<file path="src/rtl/pll_lock_sequencer.sv">
// rPLL reset/lock controller: holds pll_reset, waits for lock (timeout+retries), qualifies stability, releases sys_reset_n.
// pll_lock -> state is 2 cycles (synchroniser); all outputs are flops updated with the state register.
module pll_lock_sequencer #(
    parameter int RESET_CYCLES  = 32,
    parameter int LOCK_TIMEOUT  = 65535,
    parameter int STABLE_CYCLES = 1024,
    parameter int MAX_RETRIES   = 3,
    parameter int CNT_W         = 16
) (
    input  logic clk,
    input  logic reset_n,
    input  logic pll_lock,
    input  logic relock_req,
    output logic pll_reset,
    output logic sys_reset_n,
    output logic locked,
    output logic fail,
    output logic [((MAX_RETRIES > 0) ? $clog2(MAX_RETRIES + 1) : 1) - 1:0] retry_count
);

    localparam int RW = (MAX_RETRIES > 0) ? $clog2(MAX_RETRIES + 1) : 1;

    typedef enum logic [2:0] {
        RST_HOLD  = 3'd0,
        WAIT_LOCK = 3'd1,
        STABLE    = 3'd2,
        RUN       = 3'd3,
        FAIL      = 3'd4
    } state_t;

    state_t           state, state_nx;
    logic [CNT_W-1:0] cnt, cnt_nx;
    logic [RW-1:0]    retry, retry_nx;
    logic             lock_m, lock_s;

    always_comb begin
        state_nx = state;
        cnt_nx   = cnt + CNT_W'(1);
        retry_nx = retry;
        case (state)
            RST_HOLD: begin
                if (cnt == CNT_W'(RESET_CYCLES - 1)) begin
                    state_nx = WAIT_LOCK;
                    cnt_nx   = '0;
                end
            end
            WAIT_LOCK: begin
                if (lock_s) begin
                    state_nx = STABLE;
                    cnt_nx   = '0;
                end else if (cnt == CNT_W'(LOCK_TIMEOUT - 1)) begin
                    cnt_nx = '0;
                    if (retry == RW'(MAX_RETRIES)) begin
                        state_nx = FAIL;
                    end else begin
                        state_nx = RST_HOLD;
                        retry_nx = retry + RW'(1);
                    end
                end
            end
            STABLE: begin
                // a lock dropout restarts the wait without consuming a retry
                if (!lock_s) begin
                    state_nx = WAIT_LOCK;
                    cnt_nx   = '0;
                end else if (cnt == CNT_W'(STABLE_CYCLES - 1)) begin
                    state_nx = RUN;
                    cnt_nx   = '0;
                    retry_nx = '0;
                end
            end
            RUN: begin
                cnt_nx = '0;
                if (!lock_s) begin
                    state_nx = RST_HOLD;
                    retry_nx = '0;
                end
            end
            FAIL: begin
                cnt_nx = '0;
            end
            default: begin
                state_nx = RST_HOLD;
                cnt_nx   = '0;
                retry_nx = '0;
            end
        endcase
        // software relock overrides every other transition
        if (relock_req) begin
            state_nx = RST_HOLD;
            cnt_nx   = '0;
            retry_nx = '0;
        end
    end

    always_ff @(posedge clk) begin
        if (!reset_n) begin
            lock_m      <= 1'b0;
            lock_s      <= 1'b0;
            state       <= RST_HOLD;
            cnt         <= '0;
            retry       <= '0;
            pll_reset   <= 1'b1;
            sys_reset_n <= 1'b0;
            locked      <= 1'b0;
            fail        <= 1'b0;
        end else begin
            lock_m      <= pll_lock;
            lock_s      <= lock_m;
            state       <= state_nx;
            cnt         <= cnt_nx;
            retry       <= retry_nx;
            pll_reset   <= (state_nx == RST_HOLD) || (state_nx == FAIL);
            sys_reset_n <= (state_nx == RUN);
            locked      <= (state_nx == RUN);
            fail        <= (state_nx == FAIL);
        end
    end

    assign retry_count = retry;

endmodule

</file>
<file path="config.mk">
export PLATFORM = sky130hd
export DESIGN_NAME = pll_lock_sequencer
export DESIGN_NICKNAME = d
export VERILOG_FILES = /design/src/rtl/pll_lock_sequencer.sv
export SDC_FILE = /design/constraint.sdc
export NUM_CORES = 1
export LEC_CHECK = 0
export BUFFER_PORTS_ARGS = -buffer_cell sky130_fd_sc_hd__clkbuf_2
export CORE_MARGIN = 2
export CORE_UTILIZATION = 34
export CTS_CLUSTER_SIZE = 10
export DETAILED_ROUTE_END_ITERATION = 7
export SLEW_MARGIN = 20
export SYNTH_ARGS = -nofsm -noshare
export SYNTH_HDL_FRONTEND = slang
export SYNTH_SLANG_ARGS = --single-unit
export TNS_END_PERCENT = 20
</file>
<file path="constraint.sdc">
create_clock -name clk -period 2.44 [get_ports clk]
set_input_delay 0.122 -clock clk [delete_from_list [all_inputs] [get_ports clk]]
set_output_delay 0.122 -clock clk [all_outputs]
set_load 0.01 [all_outputs]
</file>
Yosys cells after proc, flatten, opt, wreduce, memory -nomap -nowiden. Index checks and enable logic that the tools add are counted. W data, S select, Z words.

Add/subtract/negate cells: 2. Equal/unequal tests: 16. Bitwise gates (word level): 2. Reduce and logical (&&, ||, !) cells: 6. Multiplexer cells: 22.

Operators by type and width (count): $mux W16 (5); $pmux W16 S3 (1); $mux W3 (8); $add A16 B1 Y16 const B (1); $eq A16 B10 Y1 const B (1); $eq A16 B16 Y1 const B (1); $eq A16 B5 Y1 const B (1); $pmux W3 S5 (1); $mux W2 (6); $ne A2 B2 Y1 const B (6); $eq A3 B2 Y1 const B (3); $pmux W2 S4 (1); $reduce_and A7 Y1 (1); $eq A3 B3 Y1 const B (2); $logic_not A3 Y1 (2); $reduce_or A2 Y1 (2); $eq A3 B1 Y1 const B (1); $add A2 B1 Y2 const B (1); $eq A2 B2 Y1 const B (1); $not A1 Y1 (2); $logic_or A1 B1 Y1 (1).

Word-level logic and storage cells: 56. Output and inout port bits: 6. Register bits after elaboration: 26. Input bits: 4.

Depth between registers and ports, before layout. Gate-level depths: netlist (run 1).

Depth in word-level cells: 8. Depth in mapped cells: 7. Gate-level depth less buffers: 6.

Worst setup path after synthesis (run 1). Ideal clock, no wire load.

Kind: register to register. Start point: reg cnt[11]. End point: reg cnt[14]. Slack: 0.518 ns. Period minus slack after synthesis: 1.922 ns. Arrival: 1.808 ns. Data required time: 2.325 ns. Stages on the path, launching flop included: 7. Setup time: 0.115 ns. Path buffers: 1. Path through: dfxtp_1 > or4_4 > o41ai_2 > nor2_1 > a221oi_4 > buf_6 > nor2_1.

Word-level cells in the longest chain between the ends: 4. Elaborated cells between the ends (all ways): 10. Those cells by class: add/sub (1); eq/ne (3); mux (6).

RTL lines: start, declared (RTL line 32) `logic [CNT_W-1:0] cnt, cnt_nx;`; start signal, assigned (RTL line 111) `cnt <= cnt_nx;`; $add A16 B1 Y16, or another cell as far along (RTL line 38) `cnt_nx = cnt + CNT_W'(1);`; $mux W16, on equally long branches (RTL line 66, 51); $mux W16, on equally long branches (RTL line 63, 48); $pmux W16 S3 (*) (RTL line 40) `case (state)`.

Mark *: on every way between the ends. The rest lies on a longest branch, timed or not. A chain may end at the register's enable or synchronous reset.

Worst setup path after layout (run 1).
Start point: reg cnt[0]. End point: reg cnt[7].

Same word-level chain as after synthesis.

==> PnR_summary.wiki, run 1 <==
{| class="wikitable"
! Metric !! Value
|-
| Start-to-end type of the worst setup path || reg2reg
|-
| Global-route wire length before repair || 4.15 mm
|-
| Number of filler instances in the final layout || 351
|-
| Setup fix buffers added after clock tree synthesis || 0
|-
| Clock latency at the later pin of the worst-skew pair || 0.27 ns
|-
| Die X-Extent || 64.9 um
|-
| Worst rel slew slack || 0.669
|-
| Core area || 3610 sq um
|-
| Crit path DAT || 2.27 ns
|-
| Maximum fanout count along the critical path || 15
|-
| Worst Skew || 0.00492 ns
|-
| Share of flip-flops with an asynchronous set or reset after synthesis || 0
|-
| Proportion of netlist area held by the largest area contributor || 0.413
|-
| Height of the die || 64.9 um
|-
| Startpoint types || flop
|-
| Antenna violations before repair || 0
|-
| Slack of the worst reg-to-reg path || 0.34 ns
|-
| Worst slack on hold paths || 0.0508 ns
|-
| Worst vdd rail ir drop || 0.245 mV
|-
| Top area cells in the synthesized netlist || sky130_fd_sc_hd__dfxtp_1 41%, sky130_fd_sc_hd__nor2_1 6.5%, sky130_fd_sc_hd__xnor2_1 5.6%, sky130_fd_sc_hd__xor2_1 3.5%, sky130_fd_sc_hd__nor3_1 3.2%
|-
| Routed length per placed instance || 12.1 um
|-
| Vias || 1002
|-
| PwrDens || 519 nW/um^2
|-
| Ys flop type || sky130_fd_sc_hd__dfxtp_1
|-
| Number of nets in the layout || 159
|-
| Part of the power in registers || 0.590
|-
| Number of standard cells after synthesis || 141
|-
| Post-Syn Nets || 148
|-
| Endpoint class of the critical path || flop
|-
| Iteration count of the initial detailed-routing pass || 4
|-
| Clock root buffer || sky130_fd_sc_hd__clkbuf_8
|-
| Period Utilization, post-route || 0.861
|-
| Post-CTS Resized || 0
|-
| Setup TNS || 0 ns
|-
| Layout overhead on the synthesized area || 11.5%
|-
| Clock sinks || 26
|-
| Cell-internal power || 0.000581 W
|-
| Antenna Violating Nets Remaining || 0
|-
| Die area || 4210 sq um
|-
| Via density per instance || 5.04
|-
| Via count of the first global-routing pass || 964
|-
| Synthesis Warnings || 0
|-
| Yosys reg bits || 26
|-
| Final hold violation count || 0
|-
| Number of H-tree levels || 1
|-
| Required time reported for the critical path endpoint || 2.60 ns
|-
| Netlist cell types || 39
|-
| Post-detailed-routing wire length || 2.41 mm
|-
| Maximum Capacitance Violations || 0
|-
| Setup violators final || 0
|-
| Most area-hungry cell type in the Yosys netlist || sky130_fd_sc_hd__dfxtp_1
|-
| Remaining routing DRC violations || 0
|-
| Clock-pin slew reported for the worst setup and hold paths after clock tree synthesis || 0.09 ns
|-
| Highest Clock Rate || 476 MHz
|-
| Initial cell density of the core || 0.350
|-
| Final Power || 0.000730 W
|-
| Worst setup slack before clock tree synthesis || 0.378 ns
|-
| Final GP Congestion || 0.843
|-
| Cell row count || 22
|-
| Clock tree from TritonCTS || yes
|-
| Cell Area, Synth || 1260 sq um
|-
| Portion of the post-synthesis area used by sequential elements || 0.413
|-
| Class of the worst hold path || in2reg
|-
| Clock Tree Buf Depth || 2
|-
| Drt initial violations || 21
|-
| Switching pwr || 0.000149 W
|-
| Number of buffers created by CTS || 3
|-
| Average cell area after synthesis || 8.94 sq um
|-
| Relative contribution of combinational cells to total power || 0.030
|-
| Hold buffer count at cts || 0
|-
| Smallest setup slack after layout || 0.338 ns
|-
| Port Buffers || 9
|-
| Ant diodes || 0
|-
| Share of final-layout standard cells stronger than drive strength 1 || 0.166
|-
| RSZ-0062 raised after global routing || no
|-
| Pin count of the biggest net entering global routing || 16
|-
| Hpwl dp || 1.75 mm
|-
| Number of synthesized flops with an enable pin || 0
|-
| Slew Viols, Final || 0
|-
| Leakage power of the design || 0.471 nW
|-
| Part of the power in the clock network || 0.380
|-
| Status || finished clean
|-
| Pin slew with the least headroom to its limit || 0.492 ns
|-
| Final min period || 2.10 ns
|-
| Number of top-level design ports || 10
|-
| Net Sw Frac || 0.204
|-
| Sum of overflow across all layers after global routing || 0
|-
| Tot GR Track Use || 0.126
|}
cells in the mapped netlist (2+ instances only):
library cell               instances
sky130_fd_sc_hd__nor2_1           22
sky130_fd_sc_hd__clkbuf_1          3
sky130_fd_sc_hd__and2_1            3
sky130_fd_sc_hd__a21oi_1           3
sky130_fd_sc_hd__a31o_2            2
sky130_fd_sc_hd__and3_1            2
sky130_fd_sc_hd__a211oi_1          4
sky130_fd_sc_hd__inv_1             5
sky130_fd_sc_hd__dfxtp_1          26
sky130_fd_sc_hd__ha_1              3
sky130_fd_sc_hd__nor4_1            5
sky130_fd_sc_hd__xnor2_1           8
sky130_fd_sc_hd__nand3_1           4
sky130_fd_sc_hd__nor3_1            8
sky130_fd_sc_hd__nand2b_1          3
sky130_fd_sc_hd__or4_1             2
sky130_fd_sc_hd__nand4_1           5
sky130_fd_sc_hd__nand2_1           7
sky130_fd_sc_hd__xor2_1            5
sky130_fd_sc_hd__nor2b_1           2
kinds of logic (layout without fill, tap and decap cells):
logic type	count (synthesis)	in the layout	share of synthesized area
and+or+nand+nor	71	71	0.307
DFF	26	26	0.413
AOI/OAI and AO/OA	18	18	0.122
buffers and inverters	10	20	0.0387
adders and majority gates	3	3	0.0298
xor gates and xnor gates	13	13	0.0903
state kept, by name (all words and copies together) (netlist names):
register     cells
cnt             16
fail             1
lock_m           1
lock_s           1
locked           1
pll_reset        1
retry_count      2
state            3
worst paths after layout:
path | from | end | depth (start not counted)
setup reg to reg | cnt[0]$_SDFF_PP0_ | cnt[7]$_SDFF_PP0_ | 7
hold reg to reg | lock_m$_SDFF_PN0_ | lock_s$_SDFF_PN0_ | 1
hold / removal | pll_lock | lock_m$_SDFF_PN0_ | 2
setup / recovery | cnt[0]$_SDFF_PP0_ | cnt[7]$_SDFF_PP0_ | 7
layout make-up:
class	count	area, sq um	share of cell area
multi-input combinational	105	692	0.492
tap	48	60.1	0.0427
clock buffer	4	55.1	0.0391
inverter	5	18.8	0.0133
timing repair buffer	11	60.1	0.0427
sequential	26	520	0.370
worst max-delay path, cell delays in order (launching register included):
cell and delay [ns]:
sky130_fd_sc_hd__dfxtp_1 0.42, sky130_fd_sc_hd__ha_1 0.25, sky130_fd_sc_hd__nand4_1 0.21, sky130_fd_sc_hd__o41ai_2 0.39
sky130_fd_sc_hd__nor2_1 0.15, sky130_fd_sc_hd__a221oi_4 0.25, sky130_fd_sc_hd__buf_4 0.25, sky130_fd_sc_hd__nor2_1 0.07
power by group through the flow:
stage | clock, W | sequential (W) | combinational [W]
6_report | 0.000278 | 0.000430 | 0.0000219
5_1_grt | 0.000302 | 0.000431 | 0.0000245
4_1_cts | 0.000283 | 0.000430 | 0.0000219
3_5_place_dp | 0 | 0.000440 | 0.0000219
3_3_place_gp | 0 | 0.000440 | 0.0000213
2_1_floorplan | 0 | 0.000440 | 0.0000163
placed cells by master (no fill, tap or decap), drive strengths merged, types with 3 or more instances in the layout:
master | synthesis | routed
ha | 3 | 3
xnor2 | 8 | 8
or4 | 3 | 3
nand2b | 3 | 3
and2 | 3 | 3
nor3 | 8 | 8
and3 | 3 | 3
nand3 | 5 | 5
a21oi | 3 | 3
nand4 | 5 | 5
nor2 | 22 | 22
inv | 5 | 5
nor4 | 6 | 6
clkbuf | 3 | 13
a211oi | 4 | 4
nand2 | 7 | 7
xor2 | 5 | 5
dfxtp | 26 | 26
through the flow:
stage,area [sq um],utilization,cells
after floorplan,1260,-,141
final,1410,0.390,199
after global placement,1350,0.375,195
after global routing,1410,0.390,199
after CTS,1410,0.390,199
after detailed placement,1350,0.375,195
routing by layer:
layer / track usage / vias up / share of wire
met5: 0 / - / 0
met4: 0.0612 / 0 / 0.021
met3: 0.0278 / 5 / 0.042
met2: 0.206 / 24 / 0.47
met1: 0.157 / 455 / 0.47
li1: - / 518 / -
Power figures use the tool's default switching activity.
==> inputs of run 2 (changes only) <==
--- a/config.mk
+++ b/config.mk
@@ -5,6 +5,7 @@
 export SDC_FILE = /design/constraint.sdc
 export NUM_CORES = 1
 export LEC_CHECK = 0
+export ABC_AREA = 1
 export BUFFER_PORTS_ARGS = -buffer_cell sky130_fd_sc_hd__clkbuf_2
 export CORE_MARGIN = 2
 export CORE_UTILIZATION = 34
==> PnR_summary.wiki, run 2 <==
{| class="wikitable"
! Metric !! Value
|-
| Die area || 5310 sq um
|-
| Endpoint class of the critical path || flop
|-
| Proportion of netlist area held by the largest area contributor || 0.322
|-
| Cell row count || 25
|-
| Worst reg2reg path depth || 9
|-
| Routed length per placed instance || 10.1 um
|-
| Crit-path cells || inv_1, ha_1, nand2_1, nor2_1, nand2_1, o21ai_2, nand3_2, nand3_2, nor2_1
|-
| Part of the power in the clock network || 0.441
|-
| Wire length on met3 || 91 um
|-
| Antenna Violating Nets Remaining || 0
|-
| Clock-pin slew reported for the worst setup and hold paths after clock tree synthesis || 0.09 ns
|-
| Critical path buffers and inverters || 1
|-
| Critical Path Max Stage Delay || 0.36 ns
|-
| Synthesis Warnings || 0
|-
| Final min period || 1.60 ns
|-
| Part of the power in registers || 0.530
|-
| Port Buffers || 9
|-
| Final GP Congestion || 0.807
|-
| Worst Skew || 0.00283 ns
|-
| Startpoint of the worst-slack reg-to-reg timing path || cnt[0]$_SDFF_PP0_
|-
| Remaining routing DRC violations || 0
|-
| Via count of the first global-routing pass || 1313
|-
| Worst Hold Path Cells || 3
|-
| Final hold violation count || 0
|-
| Setup fix buffers added after clock tree synthesis || 0
|-
| Ys flop type || sky130_fd_sc_hd__dfxtp_1
|-
| Leakage power of the design || 0.837 nW
|-
| Top library cells by usage in the layout, fill and taps aside || 58 x sky130_fd_sc_hd__nand2_1, 37 x sky130_fd_sc_hd__inv_1, 36 x sky130_fd_sc_hd__nor2_1
|-
| Drt initial violations || 64
|-
| Clock tree from TritonCTS || yes
|-
| Ant diodes || 0
|-
| Top area cells in the synthesized netlist || sky130_fd_sc_hd__dfxtp_1 32%, sky130_fd_sc_hd__nand2_1 13%, sky130_fd_sc_hd__inv_1 8.6%, sky130_fd_sc_hd__nor2_1 8.4%, sky130_fd_sc_hd__nand3_1 8.1%
|-
| Critical R2R Capture || cnt[13]$_SDFF_PP0_
|-
| Hpwl dp || 2.52 mm
|-
| Core area || 4660 sq um
|-
| Delay-heaviest family, CP || simple AND/OR/NAND/NOR gates
|-
| Cell-internal power || 0.000654 W
|-
| Clock Tree Buf Depth || 2
|-
| Library cell contributing the largest single delay on the critical path || sky130_fd_sc_hd__dfxtp_1
|-
| Status || finished clean
|-
| Share of final-layout standard cells stronger than drive strength 1 || 0.131
|-
| Maximum fanout count along the critical path || 9
|-
| Highest metal layer with signal wires || met4
|-
| Final Power || 0.000815 W
|-
| Number of synthesized flops with an enable pin || 0
|-
| Worst rel slew slack || 0.705
|-
| Register name with the most flops || cnt
|-
| RSZ-0062 raised after global routing || no
|-
| Pin count of the biggest net entering global routing || 16
|-
| Highest Clock Rate || 627 MHz
|-
| Clock latency at the later pin of the worst-skew pair || 0.27 ns
|-
| Average cell area after synthesis || 6.46 sq um
|-
| Crit path DAT || 1.76 ns
|-
| Hold buffer count at cts || 0
|-
| Netlist cell types || 25
|-
| Number of nets in the layout || 268
|-
| Class of the worst hold path || in2reg
|-
| Number of H-tree levels || 1
|-
| Antenna violations before repair || 0
|-
| Global-route wire length before repair || 5.69 mm
|-
| Slack of the worst reg-to-reg path || 0.84 ns
|-
| Post-CTS Resized || 0
|-
| PwrDens || 458 nW/um^2
|-
| Slew Viols, Final || 0
|-
| Vias || 1498
|-
| Start-to-end type of the worst setup path || reg2reg
|-
| Number of top-level design ports || 10
|-
| Post-Syn Nets || 257
|-
| Net Sw Frac || 0.197
|-
| Portion of the post-synthesis area used by sequential elements || 0.322
|-
| Most common cell after layout, fill and taps aside || sky130_fd_sc_hd__nand2_1
|-
| Period Utilization, post-route || 0.654
|-
| Share of flip-flops with an asynchronous set or reset after synthesis || 0
|-
| Pin slew with the least headroom to its limit || 0.442 ns
|-
| Relative contribution of combinational cells to total power || 0.029
|-
| Hold-critical path endpoint || lock_m$_SDFF_PN0_
|-
| Clock root buffer || sky130_fd_sc_hd__clkbuf_8
|-
| Clock sinks || 26
|-
| Cell Area, Synth || 1610 sq um
|-
| Tot GR Track Use || 0.132
|-
| Maximum Capacitance Violations || 0
|-
| Required time reported for the critical path endpoint || 2.60 ns
|-
| Number of buffers created by CTS || 3
|-
| Most frequently used cell type in the post-synthesis netlist || sky130_fd_sc_hd__nand2_1
|-
| Die X-Extent || 72.9 um
|-
| Routed wire length on met2 || 1.46 mm
|-
| Height of the die || 72.9 um
|-
| Setup TNS || 0 ns
|-
| Most area-hungry cell type in the Yosys netlist || sky130_fd_sc_hd__dfxtp_1
|-
| Startpoint types || flop
|-
| Iteration count of the initial detailed-routing pass || 4
|-
| Yosys reg bits || 26
|-
| Setup violators final || 0
|-
| Worst Hold Launch || pll_lock
|-
| M1 WL || 1.61 mm
|-
| Via density per instance || 4.77
|-
| Max FFs per register || 16
|-
| Most frequent cells after synthesis || 58 x sky130_fd_sc_hd__nand2_1, 37 x sky130_fd_sc_hd__inv_1, 36 x sky130_fd_sc_hd__nor2_1
|-
| Post-detailed-routing wire length || 3.18 mm
|-
| Sum of overflow across all layers after global routing || 0
|-
| Worst vdd rail ir drop || 0.315 mV
|-
| Switching pwr || 0.000161 W
|-
| Initial cell density of the core || 0.346
|-
| Number of standard cells after synthesis || 250
|-
| Layout overhead on the synthesized area || 10.2%
|}
## run 2: power by group through the flow
stage / Clock, W / Sequential [W] / Combinational, W
CTS: 0.000371 / 0.000432 / 0.0000244
global route: 0.000387 / 0.000433 / 0.0000278
floorplan: 0 / 0.000439 / 0.0000185
detailed placement: 0 / 0.000442 / 0.0000246
finish: 0.000359 / 0.000432 / 0.0000237
global placement: 0 / 0.000442 / 0.0000246
## run 2: worst max-delay path by stage
stage | from | end | slack (ns) | cells past startpoint
after floorplan | cnt[0]$_SDFF_PP0_ | cnt[6]$_SDFF_PP0_ | 1.07 | 8
after global placement | cnt[0]$_SDFF_PP0_ | cnt[7]$_SDFF_PP0_ | 0.88 | 9
after detailed placement | cnt[0]$_SDFF_PP0_ | cnt[13]$_SDFF_PP0_ | 0.82 | 9
after CTS | cnt[0]$_SDFF_PP0_ | cnt[13]$_SDFF_PP0_ | 0.82 | 9
after global routing | cnt[0]$_SDFF_PP0_ | cnt[13]$_SDFF_PP0_ | 0.62 | 8
final | cnt[0]$_SDFF_PP0_ | cnt[13]$_SDFF_PP0_ | 0.84 | 9
## run 2: cell type report
class                      instances  area (sq um)
clock buffer                       3          41.3
tap                               54          67.6
multi-input combinational        181           921
timing repair buffer              10          52.6
clock inverter                     1          30.0
fill                             484          2880
inverter                          39           146
sequential                        26           520
## run 2: worst register-to-register path: cells and delay by family (launching register included)
| family | cells | cell delay, ns |
|---|---|---|
| simple gates | 6 | 0.63 |
| compound gates | 1 | 0.19 |
| buf+inv | 1 | 0.13 |
| fa+ha+maj | 1 | 0.19 |
| flops | 1 | 0.36 |
## run 2: per-layer routing
layer	track usage	up-vias
met5	0	-
met4	0.0309	0
met3	0.0207	2
met2	0.213	23
met1	0.184	655
li1	-	818
## run 2: kinds of logic after synthesis
family / Yosys count / share of synthesized area
xor+xnor: 7 / 0.0380
simple gates: 158 / 0.462
buf+inv: 43 / 0.107
flops: 26 / 0.322
fa+ha+maj: 3 / 0.0233
compound gates: 13 / 0.0473
## run 2: metrics by stage
stage / hold slack, ns / cells / util / setup WS (ns) / area (sq um)
floorplan: 0.215 / 250 / - / 1.07 / 1610
global placement: 0.311 / 310 / 0.366 / 0.876 / 1710
detailed placement: 0.311 / 310 / 0.366 / 0.824 / 1710
CTS: 0.0267 / 314 / 0.382 / 0.820 / 1780
global route: 0.0360 / 314 / 0.382 / 0.621 / 1780
finish: 0.0275 / 314 / 0.382 / 0.844 / 1780
==> inputs of run 3 (changes only) <==
==> constraint.sdc (replaced) <==
create_clock -name clk -period 1.3 [get_ports clk]
set_input_delay 0.065 -clock clk [delete_from_list [all_inputs] [get_ports clk]]
set_output_delay 0.065 -clock clk [all_outputs]
set_load 0.01 [all_outputs]
==> PnR_summary.wiki, run 3 (same netlist as run 2, synthesis figures left out) <==
{| class="wikitable"
! Metric !! Value
|-
| M1 WL || 1.80 mm
|-
| Port Buffers || 9
|-
| Max FFs per register || 16
|-
| Status || finished with violations
|-
| Top library cells by usage in the layout, fill and taps aside || 55 x sky130_fd_sc_hd__nand2_1, 37 x sky130_fd_sc_hd__buf_4, 35 x sky130_fd_sc_hd__inv_1
|-
| Part of the power in the clock network || 0.414
|-
| Worst vdd rail ir drop || 0.465 mV
|-
| Highest metal layer with signal wires || met4
|-
| Via count of the first global-routing pass || 1461
|-
| Sum of overflow across all layers after global routing || 0
|-
| Number of top-level design ports || 10
|-
| Endpoint class of the critical path || flop
|-
| Number of filler instances in the final layout || 460
|-
| Cell-internal power || 0.00117 W
|-
| Net Sw Frac || 0.222
|-
| RSZ-0062 raised after global routing || yes
|-
| Pin slew with the least headroom to its limit || 0.263 ns
|-
| Most common cell after layout, fill and taps aside || sky130_fd_sc_hd__nand2_1
|-
| Ant diodes || 0
|-
| Register name with the most flops || cnt
|-
| Pin count of the biggest net entering global routing || 16
|-
| Slew Viols, Final || 0
|-
| Startpoint of the worst-slack reg-to-reg timing path || cnt[0]$_SDFF_PP0_
|-
| Number of H-tree levels || 1
|-
| Worst rel slew slack || 0.824
|-
| Antenna violations before repair || 0
|-
| Iteration count of the initial detailed-routing pass || 4
|-
| Core area || 4660 sq um
|-
| Setup violators final || 15
|-
| Period Utilization, post-route || 1.09
|-
| Start-to-end type of the worst setup path || reg2reg
|-
| Initial cell density of the core || 0.346
|-
| Final GP Congestion || 0.813
|-
| Post-detailed-routing wire length || 3.83 mm
|-
| Height of the die || 72.9 um
|-
| PwrDens || 684 nW/um^2
|-
| Part of the power in registers || 0.537
|-
| Crit path DAT || 1.59 ns
|-
| Required time reported for the critical path endpoint || 1.48 ns
|-
| Class of the worst hold path || in2reg
|-
| Hpwl dp || 3.01 mm
|-
| Clock-pin slew reported for the worst setup and hold paths after clock tree synthesis || 0.10 ns
|-
| Routed wire length on met2 || 1.87 mm
|-
| Worst setup slack before clock tree synthesis || -0.175 ns
|-
| Share of final-layout standard cells stronger than drive strength 1 || 0.327
|-
| Worst slack on hold paths || 0.000153 ns
|-
| Relative contribution of combinational cells to total power || 0.050
|-
| Switching pwr || 0.000332 W
|-
| Number of nets in the layout || 305
|-
| Worst reg2reg path depth || 9
|-
| Layout overhead on the synthesized area || 35.7%
|-
| Final hold violation count || 0
|-
| Clock root buffer || sky130_fd_sc_hd__clkbuf_8
|-
| Maximum fanout count along the critical path || 9
|-
| Clock latency at the later pin of the worst-skew pair || 0.28 ns
|-
| Worst Skew || 0.00732 ns
|-
| Cell row count || 25
|-
| Maximum Capacitance Violations || 0
|-
| Setup fix buffers added after clock tree synthesis || 0
|-
| Startpoint types || flop
|-
| Wire length on met3 || 119 um
|-
| Clock sinks || 26
|-
| Routed length per placed instance || 10.9 um
|-
| Die area || 5310 sq um
|-
| Smallest setup slack after layout || -0.118 ns
|-
| Drt initial violations || 52
|-
| Highest Clock Rate || 705 MHz
|-
| Remaining routing DRC violations || 0
|-
| Final min period || 1.42 ns
|-
| Global-route wire length before repair || 6.22 mm
|-
| Final Power || 0.00150 W
|-
| Antenna Violating Nets Remaining || 0
|-
| Die X-Extent || 72.9 um
|-
| Worst setup path startpoint || cnt[0]$_SDFF_PP0_
|-
| Worst Hold Launch || reset_n
|-
| Worst Hold Path Cells || 3
|-
| Number of buffers created by CTS || 3
|-
| Failing checks || setup timing
|-
| Tot GR Track Use || 0.148
|-
| Vias || 1657
|-
| Clock Tree Buf Depth || 2
|-
| Setup TNS || -1.59 ns
|-
| Via density per instance || 4.72
|-
| Leakage power of the design || 1.06 nW
|-
| Clock tree from TritonCTS || yes
|}
-- run 3: changes by cell type in the layout (fill, tap and decap cells not counted), moves of 2 or more --
cell / previous run / this run
sky130_fd_sc_hd__buf_4: 1 / 37
sky130_fd_sc_hd__dfxtp_1: 26 / 17
sky130_fd_sc_hd__dfxtp_2: 0 / 5
sky130_fd_sc_hd__dfxtp_4: 0 / 4
sky130_fd_sc_hd__ha_1: 3 / 1
sky130_fd_sc_hd__ha_4: 0 / 2
sky130_fd_sc_hd__inv_1: 37 / 35
sky130_fd_sc_hd__nand2_1: 58 / 55
sky130_fd_sc_hd__nand2_2: 4 / 6
sky130_fd_sc_hd__nand3_1: 26 / 23
sky130_fd_sc_hd__nand3_4: 0 / 2
sky130_fd_sc_hd__nor2_1: 36 / 30
sky130_fd_sc_hd__nor2_2: 6 / 10
sky130_fd_sc_hd__nor2_4: 1 / 3
-- run 3: path summary, 6_finish.rpt --
path | end | slack (ns)
setup reg to reg | cnt[12]$_SDFF_PP0_ | -0.12
setup / recovery | cnt[12]$_SDFF_PP0_ | -0.12
hold reg to reg | lock_s$_SDFF_PN0_ | 0.43
hold / removal | lock_m$_SDFF_PN0_ | 0.0002
-- run 3: per-layer routing --
layer,vias up,track usage
met5,-,0
li1,893,-
met4,0,0.0370
met3,5,0.0166
met1,735,0.192
met2,24,0.262
-- run 3: cell type report --
| type | count | area [sq um] | area share |
|---|---|---|---|
| inverter | 39 | 149 | 0.0680 |
| sequential | 26 | 542 | 0.247 |
| multi-input combinational | 181 | 1030 | 0.471 |
| clock buffer | 4 | 66.3 | 0.0303 |
| tap | 54 | 67.6 | 0.0309 |
| timing repair buffer | 47 | 333 | 0.152 |
-- run 3: what timing repair did --
item | in CTS | in global routing
pin swaps | 2 | 5
hold buffers | 1 | 0
endpoints found under the hold margin | 1 | 0
endpoints found under the setup margin | 20 | 21
gates resized for setup | 8 | 18
-- run 3: through the flow --
step / instances / instance area, sq um / util
floorplan: 250 / 1670 / -
global placement: 346 / 2030 / 0.436
detailed placement: 346 / 2030 / 0.436
CTS: 351 / 2130 / 0.457
global route: 351 / 2190 / 0.470
finish: 351 / 2190 / 0.470
-- run 3: critical path, cell delays in order, from the launching register on --
cell,delay (ns)
sky130_fd_sc_hd__dfxtp_4,0.38
sky130_fd_sc_hd__inv_4,0.06
sky130_fd_sc_hd__ha_4,0.12
sky130_fd_sc_hd__nand2_1,0.06
sky130_fd_sc_hd__nor2_2,0.09
sky130_fd_sc_hd__nand2_2,0.09
sky130_fd_sc_hd__o21ai_4,0.21
sky130_fd_sc_hd__nand3_2,0.13
sky130_fd_sc_hd__nand3_4,0.13
sky130_fd_sc_hd__nor2_1,0.05
-- run 3: power groups by stage --
stage	Combinational, W	Sequential, W	Clock, W
floorplan	0.0000391	0.000827	0
global placement	0.0000716	0.000827	0
global route	0.0000840	0.000805	0.000670
detailed placement	0.0000716	0.000828	0
CTS	0.0000744	0.000808	0.000637
finish	0.0000743	0.000803	0.000619
